`config.mk`:
```
export PLATFORM = sky130hd
export DESIGN_NAME = pack_stream_arbiter_flat
export DESIGN_NICKNAME = d
export VERILOG_FILES = /design/src/rtl/pack_stream_if.sv /design/src/rtl/pack_stream_arbiter.sv /design/src/flat_wrapper.sv
export SDC_FILE = /design/constraint.sdc
export NUM_CORES = 1
export LEC_CHECK = 0
export ABC_AREA = 0
export CORE_AREA = 2 2 184 186
export DETAILED_ROUTE_END_ITERATION = 8
export DIE_AREA = 0 0 186 188
export PLACE_DENSITY_LB_ADDON = 0.3
export SYNTH_ARGS = -nofsm -noshare
export SYNTH_HDL_FRONTEND = slang
export SYNTH_SLANG_ARGS = --single-unit
export TNS_END_PERCENT = 100
```
`constraint.sdc`:
```
create_clock -name aclk -period 2.3 [get_ports aclk]
set_clock_uncertainty 0.05 [all_clocks]
set_input_delay 0.23 -clock aclk [delete_from_list [all_inputs] [get_ports aclk]]
set_output_delay 0.23 -clock aclk [all_outputs]
set_load 0.05 [all_outputs]
```
`src/rtl/pack_stream_if.sv`:
```
// Bus bundle between the source-side AXI-Stream ports, the packer-facing register slice and
// the grant status of pack_stream_arbiter.
interface pack_stream_if #(
  parameter int unsigned N       = 10,
  parameter int unsigned NUM_SRC = 4
);
  localparam int unsigned BW = 8 * N;

  logic [NUM_SRC*BW-1:0] s_tdata;
  logic [NUM_SRC*N-1:0]  s_tkeep;
  logic [NUM_SRC-1:0]    s_tlast;
  logic [NUM_SRC-1:0]    s_tvalid;
  logic [NUM_SRC-1:0]    s_tready;
  logic [BW-1:0]         m_tdata;
  logic [N-1:0]          m_tkeep;
  logic                  m_tlast;
  logic                  m_tvalid;
  logic                  m_tready;
  logic [NUM_SRC-1:0]    grant;
  logic                  busy;

  // Arbiter side
  modport master (
    input  s_tdata, s_tkeep, s_tlast, s_tvalid, m_tready,
    output s_tready, m_tdata, m_tkeep, m_tlast, m_tvalid, grant, busy
  );

  // Environment side: sources plus the downstream packer
  modport slave (
    output s_tdata, s_tkeep, s_tlast, s_tvalid, m_tready,
    input  s_tready, m_tdata, m_tkeep, m_tlast, m_tvalid, grant, busy
  );
endinterface

```
`src/rtl/pack_stream_arbiter.sv`:
```
// Round-robin burst arbiter sharing one byte packer between NUM_SRC AXI-Stream sources,
// with a single output register slice towards the packer.
module pack_stream_arbiter #(
  parameter int unsigned N         = 10,
  parameter int unsigned NUM_SRC   = 4,
  parameter int unsigned MAX_BEATS = 16
) (
  input  logic          aclk,
  input  logic          aresetn,
  pack_stream_if.master bus
);
  localparam int unsigned BW = 8 * N;
  localparam int unsigned SW = $clog2(NUM_SRC);
  localparam int unsigned CW = $clog2(MAX_BEATS + 1);
  localparam logic [CW-1:0] CNT_LAST = CW'(MAX_BEATS - 1);

  typedef enum logic {IDLE = 1'b0, GRANT = 1'b1} state_t;

  state_t             state_q, state_d;
  logic [NUM_SRC-1:0] grant_q, grant_d;
  logic [SW-1:0]      gidx_q, gidx_d;
  logic [SW-1:0]      last_q, last_d;
  logic [CW-1:0]      cnt_q, cnt_d;
  logic [BW-1:0]      data_q, data_d;
  logic [N-1:0]       keep_q, keep_d;
  logic               tlast_q, tlast_d;
  logic               valid_q, valid_d;
  logic               busy_q, busy_d;

  logic [SW-1:0]      sel, cand;
  logic               sel_found;
  logic [BW-1:0]      beat_data;
  logic [N-1:0]       beat_keep;
  logic               beat_last, beat_valid;
  logic               take_c, accept_c, load_c, release_c;

  // Round-robin pick: first valid source after the previous grant, wrapping at NUM_SRC
  always_comb begin
    sel       = '0;
    cand      = '0;
    sel_found = 1'b0;
    for (int unsigned i = 1; i <= NUM_SRC; i++) begin
      cand = SW'((32'(last_q) + i) % NUM_SRC);
      if (!sel_found && bus.s_tvalid[cand]) begin
        sel       = cand;
        sel_found = 1'b1;
      end
    end
  end

  assign beat_data  = bus.s_tdata[32'(gidx_q) * BW +: BW];
  assign beat_keep  = bus.s_tkeep[32'(gidx_q) * N +: N];
  assign beat_last  = bus.s_tlast[gidx_q];
  assign beat_valid = bus.s_tvalid[gidx_q];

  assign take_c    = (state_q == GRANT) && (!valid_q || bus.m_tready);
  assign accept_c  = take_c && beat_valid;
  // An empty, non-final beat is swallowed: it advances the burst but never reaches the packer
  assign load_c    = accept_c && !((beat_keep == '0) && !beat_last);
  assign release_c = accept_c && (beat_last || (cnt_q == CNT_LAST));

  assign bus.s_tready = take_c ? grant_q : '0;

  // Next-state and registered-output logic
  always_comb begin
    state_d = state_q;
    grant_d = grant_q;
    gidx_d  = gidx_q;
    last_d  = last_q;
    cnt_d   = cnt_q;
    data_d  = data_q;
    keep_d  = keep_q;
    tlast_d = tlast_q;
    valid_d = valid_q && !bus.m_tready;

    if (load_c) begin
      data_d  = beat_data;
      keep_d  = beat_keep;
      tlast_d = beat_last;
      valid_d = 1'b1;
    end

    case (state_q)
      IDLE: begin
        if (sel_found) begin
          state_d = GRANT;
          grant_d = NUM_SRC'(1) << sel;
          gidx_d  = sel;
          cnt_d   = '0;
        end
      end
      GRANT: begin
        if (accept_c) cnt_d = cnt_q + CW'(1);
        if (release_c) begin
          state_d = IDLE;
          grant_d = '0;
          last_d  = gidx_q;
        end
      end
      default: state_d = IDLE;
    endcase

    busy_d = (state_d == GRANT);
  end

  always_ff @(posedge aclk) begin
    if (!aresetn) begin
      state_q <= IDLE;
      grant_q <= '0;
      gidx_q  <= '0;
      last_q  <= SW'(NUM_SRC - 1);
      cnt_q   <= '0;
      data_q  <= '0;
      keep_q  <= '0;
      tlast_q <= 1'b0;
      valid_q <= 1'b0;
      busy_q  <= 1'b0;
    end else begin
      state_q <= state_d;
      grant_q <= grant_d;
      gidx_q  <= gidx_d;
      last_q  <= last_d;
      cnt_q   <= cnt_d;
      data_q  <= data_d;
      keep_q  <= keep_d;
      tlast_q <= tlast_d;
      valid_q <= valid_d;
      busy_q  <= busy_d;
    end
  end

  assign bus.m_tdata  = data_q;
  assign bus.m_tkeep  = keep_q;
  assign bus.m_tlast  = tlast_q;
  assign bus.m_tvalid = valid_q;
  assign bus.grant    = grant_q;
  assign bus.busy     = busy_q;
endmodule

```
`src/flat_wrapper.sv`:
```
// flat-port wrapper written by rule: the top's interface ports become plain ports
module pack_stream_arbiter_flat 
#(
  parameter int unsigned N         = 10,
  parameter int unsigned NUM_SRC   = 4,
  parameter int unsigned MAX_BEATS = 16
)
  (aclk, aresetn, bus_s_tdata, bus_s_tkeep, bus_s_tlast, bus_s_tvalid, bus_m_tready, bus_s_tready, bus_m_tdata, bus_m_tkeep, bus_m_tlast, bus_m_tvalid, bus_grant, bus_busy);
  pack_stream_if #(.N(N), .NUM_SRC(NUM_SRC)) bus_i ();
  input  logic aclk;
  input  logic aresetn;
  input wire logic [$bits(bus_i.s_tdata)-1:0] bus_s_tdata;
  input wire logic [$bits(bus_i.s_tkeep)-1:0] bus_s_tkeep;
  input wire logic [$bits(bus_i.s_tlast)-1:0] bus_s_tlast;
  input wire logic [$bits(bus_i.s_tvalid)-1:0] bus_s_tvalid;
  input wire logic [$bits(bus_i.m_tready)-1:0] bus_m_tready;
  output wire logic [$bits(bus_i.s_tready)-1:0] bus_s_tready;
  output wire logic [$bits(bus_i.m_tdata)-1:0] bus_m_tdata;
  output wire logic [$bits(bus_i.m_tkeep)-1:0] bus_m_tkeep;
  output wire logic [$bits(bus_i.m_tlast)-1:0] bus_m_tlast;
  output wire logic [$bits(bus_i.m_tvalid)-1:0] bus_m_tvalid;
  output wire logic [$bits(bus_i.grant)-1:0] bus_grant;
  output wire logic [$bits(bus_i.busy)-1:0] bus_busy;
  assign bus_i.s_tdata = bus_s_tdata;
  assign bus_i.s_tkeep = bus_s_tkeep;
  assign bus_i.s_tlast = bus_s_tlast;
  assign bus_i.s_tvalid = bus_s_tvalid;
  assign bus_i.m_tready = bus_m_tready;
  assign bus_s_tready = bus_i.s_tready;
  assign bus_m_tdata = bus_i.m_tdata;
  assign bus_m_tkeep = bus_i.m_tkeep;
  assign bus_m_tlast = bus_i.m_tlast;
  assign bus_m_tvalid = bus_i.m_tvalid;
  assign bus_grant = bus_i.grant;
  assign bus_busy = bus_i.busy;
  pack_stream_arbiter #(.N(N), .NUM_SRC(NUM_SRC), .MAX_BEATS(MAX_BEATS)) u_core (.aclk(aclk), .aresetn(aresetn), .bus(bus_i));
endmodule
```
# --- Word level (Yosys, flattened, before mapping) ---
# Index checks and enable logic that the tools add are counted.
classes:
  addsub: 5
  multipliers: 2
  order_cmp: 5
  eq_ne: 4
  n_shift: 3
  n_mux: 31
  bitwise: 1
  reduce_logical: 23
op_table:
  columns: ["cell", "n"]
  rows:
  - ["320-bit by 10-bit indexed part select with 80-bit output", 1]
  - ["40-bit by 7-bit indexed part select with 10-bit output", 1]
  - ["2-bit by 3-bit less-than comparator with 1-bit output (second input constant)", 5]
  - ["1-bit two-way mux", 13]
  - ["1-bit binary-select mux with 2-bit select", 6]
  - ["4-bit two-way mux", 3]
  - ["10-bit zero test", 1]
  - ["2-bit by 3-bit multiplier with 5-bit output (second input constant)", 2]
  - ["5-bit two-way mux", 2]
  - ["5-bit case mux with 2 select lines", 1]
  - ["1-bit logical AND", 9]
  - ["2-bit two-way mux", 4]
  - ["4-bit case mux with 2 select lines", 1]
  - ["2-bit AND reduction", 4]
  - ["1-bit zero test", 7]
  - ["5-bit by 1-bit adder with 5-bit output (second input constant)", 1]
  - ["5-bit by 4-bit == test with 1-bit output (second input constant)", 1]
  - ["2-bit by 1-bit adder with 2-bit output (second input constant)", 2]
  - ["2-bit adder (second input constant)", 2]
  - ["2-bit != test (second input constant)", 2]
  - ["1-bit by 2-bit left shift with 4-bit output (first input constant)", 1]
  - ["1-bit logical OR", 2]
  - ["2-bit by 1-bit != test with 1-bit output (second input constant)", 1]
  - ["1-bit case mux with 2 select lines", 1]
  - ["1-bit inverter", 1]
word_totals:
  reg_bits: 106
  in_bits: 371
  out_inout_bits: 101
  wordCells: 83

# --- Longest topological paths before layout ---
# Gate-level depths: netlist of the first run.
logic_depth:
  depth_word: 16
  depth_mapped: 10
  ltp_nobuf: 7

# --- Worst setup path after synthesis of the first run ---
# OpenSTA, ideal clock, no wires.
synth_timing:
  kind: "register to register"
  startpoint: "register u_core.gidx_q[0]"
  endpoint: "register u_core.data_q[62], in the netlist u_core.bus.m_tdata[62]"
  arrival_time_ns: 2.140
  t_required_ns: 2.118
  setup_slack_ns: -0.022
  path_stages_with_launch: 11
  n_path_buf: 5
  path_cell_list: "dfxtp_1 > buf_6 > buf_6 > mux4_2 > nor4_2 > and3_1 > or3_1 > buf_6 > buf_6 > buf_8 > o22ai_2"
synth_via:
  elab_chain_len: 6
  word_cells_on_any_way: 14
  cone_classes: "mul: 2; shift: 2; mux: 4; reduce/logical: 6"
synth_lines:
  columns: ["element", "line", "text"]
  rows:
  - ["start, declared", "pack_stream_arbiter.sv:21", "logic [SW-1:0] gidx_q, gidx_d;"]
  - ["start signal, assigned", "pack_stream_arbiter.sv:121", "gidx_q <= gidx_d;"]
  - ["2-bit by 3-bit multiplier with 5-bit output or 1-bit binary-select mux with 2-bit select (tied branches)", "pack_stream_arbiter.sv:51, pack_stream_arbiter.sv:52, pack_stream_arbiter.sv:53", null]
  - ["40-bit by 7-bit indexed part select with 10-bit output or 1-bit two-way mux (tied branches)", "pack_stream_arbiter.sv:52, pack_stream_arbiter.sv:53", null]
  - ["10-bit zero test or 1-bit zero test (tied branches)", "pack_stream_arbiter.sv:59", "assign load_c = accept_c && !((beat_keep == '0) && !beat_last);"]
  - ["1-bit logical AND", "pack_stream_arbiter.sv:59", null]
  - ["1-bit zero test", "pack_stream_arbiter.sv:59", null]
  - ["1-bit logical AND", "pack_stream_arbiter.sv:59", null]
  - ["end signal, assigned", "pack_stream_arbiter.sv:124", "data_q <= data_d;"]
  - ["end, declared", "pack_stream_arbiter.sv:24", "logic [BW-1:0] data_q, data_d;"]
# Parallel ways exist; a longest one is shown, timed or not. The select of a mux whose other input is x is not followed.
# A chain may end at the register's enable or synchronous reset.

# --- Worst setup path after layout of the first run ---
layout_timing:
  startpoint: "register u_core.gidx_q[0]"
  endpoint: "register u_core.data_q[56], in the netlist u_core.bus.m_tdata[56]"
# The elaborated chain is that of the path after synthesis.

==> flow_summary.ini, run 1 <==
[status]
result_of_the_run = finished with violations
failed_checks = negative setup slack

[cells_and_area]
num-fill-cells = 3305
nNetsFinal = 1449
share_of_post_route_cells_with_drive_strength_above_1_pct = 15.5
final_cell_mix = clkdlybuf4s50_1, nand2_1, dfxtp_1
syn_to_layout_area_delta_pct = 92.5
layout_commonest_cell = clkdlybuf4s50_1
final_cell_area_mm2 = 0.0121
stdcell_count = 1534
finish.utilization_pct = 36.4

[critical_path]
crit_path_max_fanout = 27
startpoint_type = register
endpoint_kind = register
crit_required_ns = 2.49
setup.worst_path.class = reg -> reg
crit_arrival_ns = 2.52

[pwr]
p_int_uw = 4180
proportion_of_total_power_due_to_net_switching_pct = 33.6
vdd.ir_drop.worst_mv = 0.304
power_per_cell_area_mw_per_mm2 = 522
share_clk_of_total_power_pct = 25.2
power_frac_comb_pct = 41.7
net-switching-power_uw = 2110
static_leak_uw = 0.00443
total_power_uw = 6290
seqPwrFrac_pct = 33.1

[detailed_routing]
detail_route.vias_per_cell = 4.33
vias_post_dr = 6647
detailed_router_iteration_count_before_antenna_repair = 4
totalWireLength_um = 28800
postRouteAntennaNets = 0
drc = 0
wire_per_inst_um = 18.7
first_iter_violations = 321

[place]
buffer_ports.inserted = 471
dpl.cell_count = 1508
detailed_place.area_mm2 = 0.0117
gp_congestion = 0.789
place.detailed.hpwl_um = 23100

[clock_network]
tritoncts.num_buffers = 9
post_cts_hold_buffer_count = 0
clock-sinks = 106
cts.htree.levels = 3
cts_buffer_depth = 2
clk_root_buffer_cell = clkbuf_16
clk_lat_worst_skew_ns = 0.35
tritoncts = built
clkTransAtPathRegs_ns = 0.08

[timing]
finalSetupTns_ns = -0.680
finalHoldViolCount = 0
final_min_period_over_clock_period_pct = 102
final-max-slew-violation-count = 0
period_minus_slack_ns = 2.34
fin_ws_ns = -0.0379
fmax_ghz = 0.428
timing_worst_slew_pin_value_ns = 0.724
timing.max_slew.rel_slack_pct = 51.7
rsz0062_at_grt = true
setup_viols_final = 44

[logic_synthesis]
synth.top_cells.by_area = dfxtp_1, mux4_2, nand2_1
synth.net_count = 985
post_synth_num_cell_types = 36
synth_warnings = 0
syn-instance-count = 612
synth.top_cell.area_share_pct = 33.9
synth_seq_area_share_pct = 33.9
synth.cell_area_mm2 = 0.00627
post_synth.cell_area_avg_um2 = 10.2
post_synthesis_register_bit_count = 106
post-synth-top-area-cell = dfxtp_1

[floorplanning]
fp.dieW_um = 186
total_die_area_mm2 = 0.0350
core_region_area_mm2 = 0.0331
ioPinCount = 472
floorplan.initialDensity_pct = 18.9
dieHeight_um = 188
rows = 67

[global_routing]
grt_first_pass_wirelength_um = 42300
grt_antenna_before_repair = 6
largest_net_degree_at_the_start_of_global_routing = 38
grt_overflow_total = 0
first_global_vias = 6937
grt_use_total_pct = 16.0

[job]
drv.max_cap_violation_count = 0

[hold_path]
worstHoldPathType = in -> reg
[cell type report]
class	instances	area, um2	area share (%)
diodes	5	12.5	0.104
flip-flops and latches	106	2130	17.6
repair buffers	508	5150	42.7
clock buffers	12	256	2.13
well taps	448	561	4.65
clock inverters	4	32.5	0.270
inverters	81	304	2.52
multi-input cells	370	3620	30.0
[cells by family (layout without fill, tap and decap cells)]
logic type / Yosys count / in the layout / share of synthesized area (%)
other: 0 / 5 / 0
multiplexers: 94 / 94 / 33.4
buffers and inverters: 136 / 605 / 9.14
AND/OR/NAND/NOR: 160 / 160 / 10.7
AO/OA/AOI/OAI: 112 / 112 / 12.2
flip-flops: 106 / 106 / 33.9
adder cells (fa/ha/maj): 2 / 2 / 0.399
XOR/XNOR: 2 / 2 / 0.279
[worst max-delay path, stage by stage, from the launching register on]
cell	delay, ns
dfxtp_4	0.42
buf_12	0.14
mux4_2	0.55
nor4_4	0.31
and3_4	0.23
or3_4	0.19
buf_12	0.20
o22ai_1	0.12
[power groups by stage]
stage	Sequential (uW)	Combinational, uW	Clock (uW)
3_3_place_gp	2130	2590	0
2_1_floorplan	2570	931	0
4_1_cts	2090	2630	1660
3_5_place_dp	2130	2590	0
6_report	2080	2620	1590
5_1_grt	2110	2790	1720
[flip-flops by register name, indices dropped and copies added (netlist names)]
name and count:
u_core.last_q 2, u_core.bus.grant 4, u_core.state_q 1, u_core.bus.m_tvalid 1, u_core.cnt_q 5, u_core.bus.m_tkeep 10
u_core.bus.m_tlast 1, u_core.bus.m_tdata 80, u_core.gidx_q 2
[metal layers]
metal | wire, um | global-route usage [%] | share of wire (%)
met1 | 11600 | 19.8 | 40
met3 | 2150 | 4.49 | 7.5
met4 | 336 | 4.09 | 1.2
met5 | 16 | 0 | 0.056
met2 | 14600 | 27.4 | 51
[Yosys cell counts (all sizes together)]
| master | count |
|---|---|
| a21oi | 5 |
| a22oi | 1 |
| a21boi | 1 |
| nand4 | 1 |
| clkbuf | 27 |
| a2bb2oi | 1 |
| a21o | 2 |
| or3 | 1 |
| o22ai | 81 |
| inv | 81 |
| mux2i | 2 |
| nand2 | 119 |
| buf | 28 |
| ha | 2 |
| nand3 | 7 |
| mux4 | 92 |
| xor2 | 2 |
| and2 | 5 |
| dfxtp | 106 |
| nor2b | 2 |
| a31oi | 11 |
| nor2 | 10 |
| nor3 | 2 |
| nor4 | 2 |
| o2111ai | 1 |
| a211oi | 2 |
| nand2b | 4 |
| o21a | 1 |
| o21ai | 5 |
| and3 | 7 |
| o211ai | 1 |
[path summary, 6_finish.rpt]
kind         depth (start not counted)  slack, ns                                   to                                 from
max reg2reg                          7      -0.04  u_core.bus.m_tdata[56]$_SDFFE_PN0P_        u_core.gidx_q[0]$_SDFFE_PN0P_
min                                  3       0.26       u_core.bus.m_tvalid$_SDFF_PN0_                              aresetn
max                                  7      -0.04  u_core.bus.m_tdata[56]$_SDFFE_PN0P_        u_core.gidx_q[0]$_SDFFE_PN0P_
min reg2reg                          2       0.42  u_core.bus.m_tdata[73]$_SDFFE_PN0P_  u_core.bus.m_tdata[73]$_SDFFE_PN0P_
[timing repair]
item                                    CTS  global route
endpoints found under the setup margin   91            90
gates cloned                              0             2
pin swaps                                11             0
gates resized for setup                   4             3
setup buffers                             2             2
[stage by stage]
step	setup WS, ns	hold WS [ns]
after floorplan	-0.00520	0.407
after global placement	-0.260	0.402
after detailed placement	-0.240	0.409
after CTS	-0.0675	0.252
after global routing	-0.172	0.299
final	-0.0379	0.263
Power figures use the tool's default switching activity.
==> run 2, diff against run 1 <==
--- a/config.mk
+++ b/config.mk
@@ -13,4 +13,4 @@
 export SYNTH_ARGS = -nofsm -noshare
 export SYNTH_HDL_FRONTEND = slang
 export SYNTH_SLANG_ARGS = --single-unit
-export TNS_END_PERCENT = 100
+export TNS_END_PERCENT = 10
==> constraint.sdc (replaced) <==
create_clock -name aclk -period 2.96 [get_ports aclk]
set_clock_uncertainty 0.05 [all_clocks]
set_input_delay 0.296 -clock aclk [delete_from_list [all_inputs] [get_ports aclk]]
set_output_delay 0.296 -clock aclk [all_outputs]
set_load 0.05 [all_outputs]
==> run 2 against run 1 <==
The run now ends clean. First-iteration DRC count shrank 1.2%. Power shrank 24%. Via count shrank 1.9%. Final cell count shrank 1.7%. Register-to-register slack gained 0.31 ns. Global-route usage shrank 0.34 points. Utilization shrank 1.0 points. Critical path depth shrank 1. Fmax shrank 13%. Clock-buffer cell count shrank 1. Hold slack gained 0.15 ns. Critical path type unchanged.
==> flow_summary.ini, run 2 (synthesized netlist as in run 1, its figures left out) <==
[clock_network]
clk_root_buffer_cell = clkbuf_16
clk_lat_worst_skew_ns = 0.36
tritoncts = built
clock-sinks = 106
tritoncts.num_buffers = 9
post_cts_hold_buffer_count = 0
clkTransAtPathRegs_ns = 0.08
cts.repair.resized = 0
cts.htree.levels = 3
postCtsSetupRepairBufs = 0
cts_buffer_depth = 2

[floorplanning]
core_region_area_mm2 = 0.0331
rows = 67
fp.dieW_um = 186
total_die_area_mm2 = 0.0350
dieHeight_um = 188
floorplan.initialDensity_pct = 18.9
ioPinCount = 472

[critical_path]
setup.worst_path.class = reg -> reg
endpoint_kind = register
max_stage_delay_ns = 0.59
crit_required_ns = 3.15
timing.critical_path.cells = mux4_2 > nor4_1 > and3_1 > or3_4 > buf_12 > o22ai_1
path_delay_family = simple AND/OR/NAND/NOR gates
crit_arrival_ns = 2.88
cp_num_buf_inv = 1
cell_with_the_biggest_individual_delay_on_the_critical_path = mux4_2
crit_path_max_fanout = 38
startpoint_type = register
r2r_setup_slack_ns = 0.27

[cells_and_area]
layout_commonest_cell = clkdlybuf4s50_1
syn_to_layout_area_delta_pct = 87.0
share_of_post_route_cells_with_drive_strength_above_1_pct = 12.9
final_cell_mix = clkdlybuf4s50_1, nand2_1, dfxtp_1
largest_register_ffs = 80
nNetsFinal = 1425

[place]
pre_cts_ws_ns = 0.177
place.detailed.hpwl_um = 22700
gp_congestion = 0.787
buffer_ports.inserted = 471

[timing]
rsz0062_at_grt = false
fmax_ghz = 0.372
timing_worst_slew_pin_value_ns = 1.05
setup_viols_final = 0
final_min_period_over_clock_period_pct = 90.9
final-max-slew-violation-count = 0
finalHoldViolCount = 0
finalSetupTns_ns = 0
timing.max_slew.rel_slack_pct = 30.2
fin_ws_ns = 0.270
period_minus_slack_ns = 2.69

[pwr]
static_leak_uw = 0.00425
power_per_cell_area_mw_per_mm2 = 409
vdd.ir_drop.worst_mv = 0.245

[global_routing]
largest_net_degree_at_the_start_of_global_routing = 92
first_global_vias = 6649
grt_antenna_before_repair = 3
grt_overflow_total = 0
grt_first_pass_wirelength_um = 41100
grt_use_total_pct = 15.7

[detailed_routing]
postRouteAntennaNets = 0
vias_post_dr = 6522
drc = 0
detailed_router_iteration_count_before_antenna_repair = 4
first_iter_violations = 317
totalWireLength_um = 28300
detail_route.vias_per_cell = 4.32
wire_per_inst_um = 18.7

[job]
drv.max_cap_violation_count = 0

[hold_path]
worstHoldPathType = in -> reg

[status]
result_of_the_run = finished clean
-- run 2: power breakdown --
| part | switching (uW) | internal, uW | leakage [uW] |
|---|---|---|---|
| clock network | 621 | 610 | 0.000138 |
| registers | 94.7 | 1540 | 0.000865 |
| logic | 913 | 1020 | 0.00325 |
| total | 1630 | 3170 | 0.00425 |
-- run 2: metal layers --
layer | vias up | track usage [%] | share of wire [%]
met5 | - | 0 | 0
met4 | 0 | 3.85 | 1.3
met3 | 17 | 3.71 | 6.7
met2 | 275 | 27.1 | 51
met1 | 3117 | 19.6 | 41
li1 | 3113 | - | -
-- run 2: layout make-up --
cell class | count | area [um2]
Fill cell | 3339 | 21400
Timing Repair Buffer | 484 | 4850
Multi-Input combinational cell | 370 | 3590
Sequential cell | 106 | 2130
Tap cell | 448 | 561
Inverter | 81 | 304
Clock buffer | 11 | 243
Clock inverter | 5 | 42.5
Antenna cell | 3 | 7.51
-- run 2: final timing paths --
path	startpoint	end	cells past startpoint
worst max-delay path	u_core.gidx_q[0]$_SDFFE_PN0P_	u_core.bus.m_tdata[57]$_SDFFE_PN0P_	6
worst min-delay path	aresetn	u_core.state_q$_SDFF_PN0_	3
worst max register to register	u_core.gidx_q[0]$_SDFFE_PN0P_	u_core.bus.m_tdata[57]$_SDFFE_PN0P_	6
worst min register to register	u_core.bus.m_tdata[56]$_SDFFE_PN0P_	u_core.bus.m_tdata[56]$_SDFFE_PN0P_	2
-- run 2: worst reg2reg max path, delay by kind of cell (launching register included) --
family	cells	cell delay, ns
AO/OA/AOI/OAI	1	0.18
flip-flops	1	0.55
multiplexers	1	0.59
buffers and inverters	1	0.21
AND/OR/NAND/NOR	3	1.00
-- run 2: through the flow --
| stage | area [um2] | total power (uW) | util, % | hold slack (ns) | std cells |
|---|---|---|---|---|---|
| 2_1_floorplan | 6270 | 2720 | - | 0.415 | 612 |
| 3_3_place_gp | 11400 | 3610 | 34.5 | 0.403 | 1489 |
| 3_5_place_dp | 11400 | 3620 | 34.5 | 0.404 | 1489 |
| 4_1_cts | 11700 | 4870 | 35.4 | 0.415 | 1505 |
| 5_1_grt | 11700 | 5040 | 35.4 | 0.436 | 1507 |
| 6_report | 11700 | 4790 | 35.4 | 0.414 | 1508 |
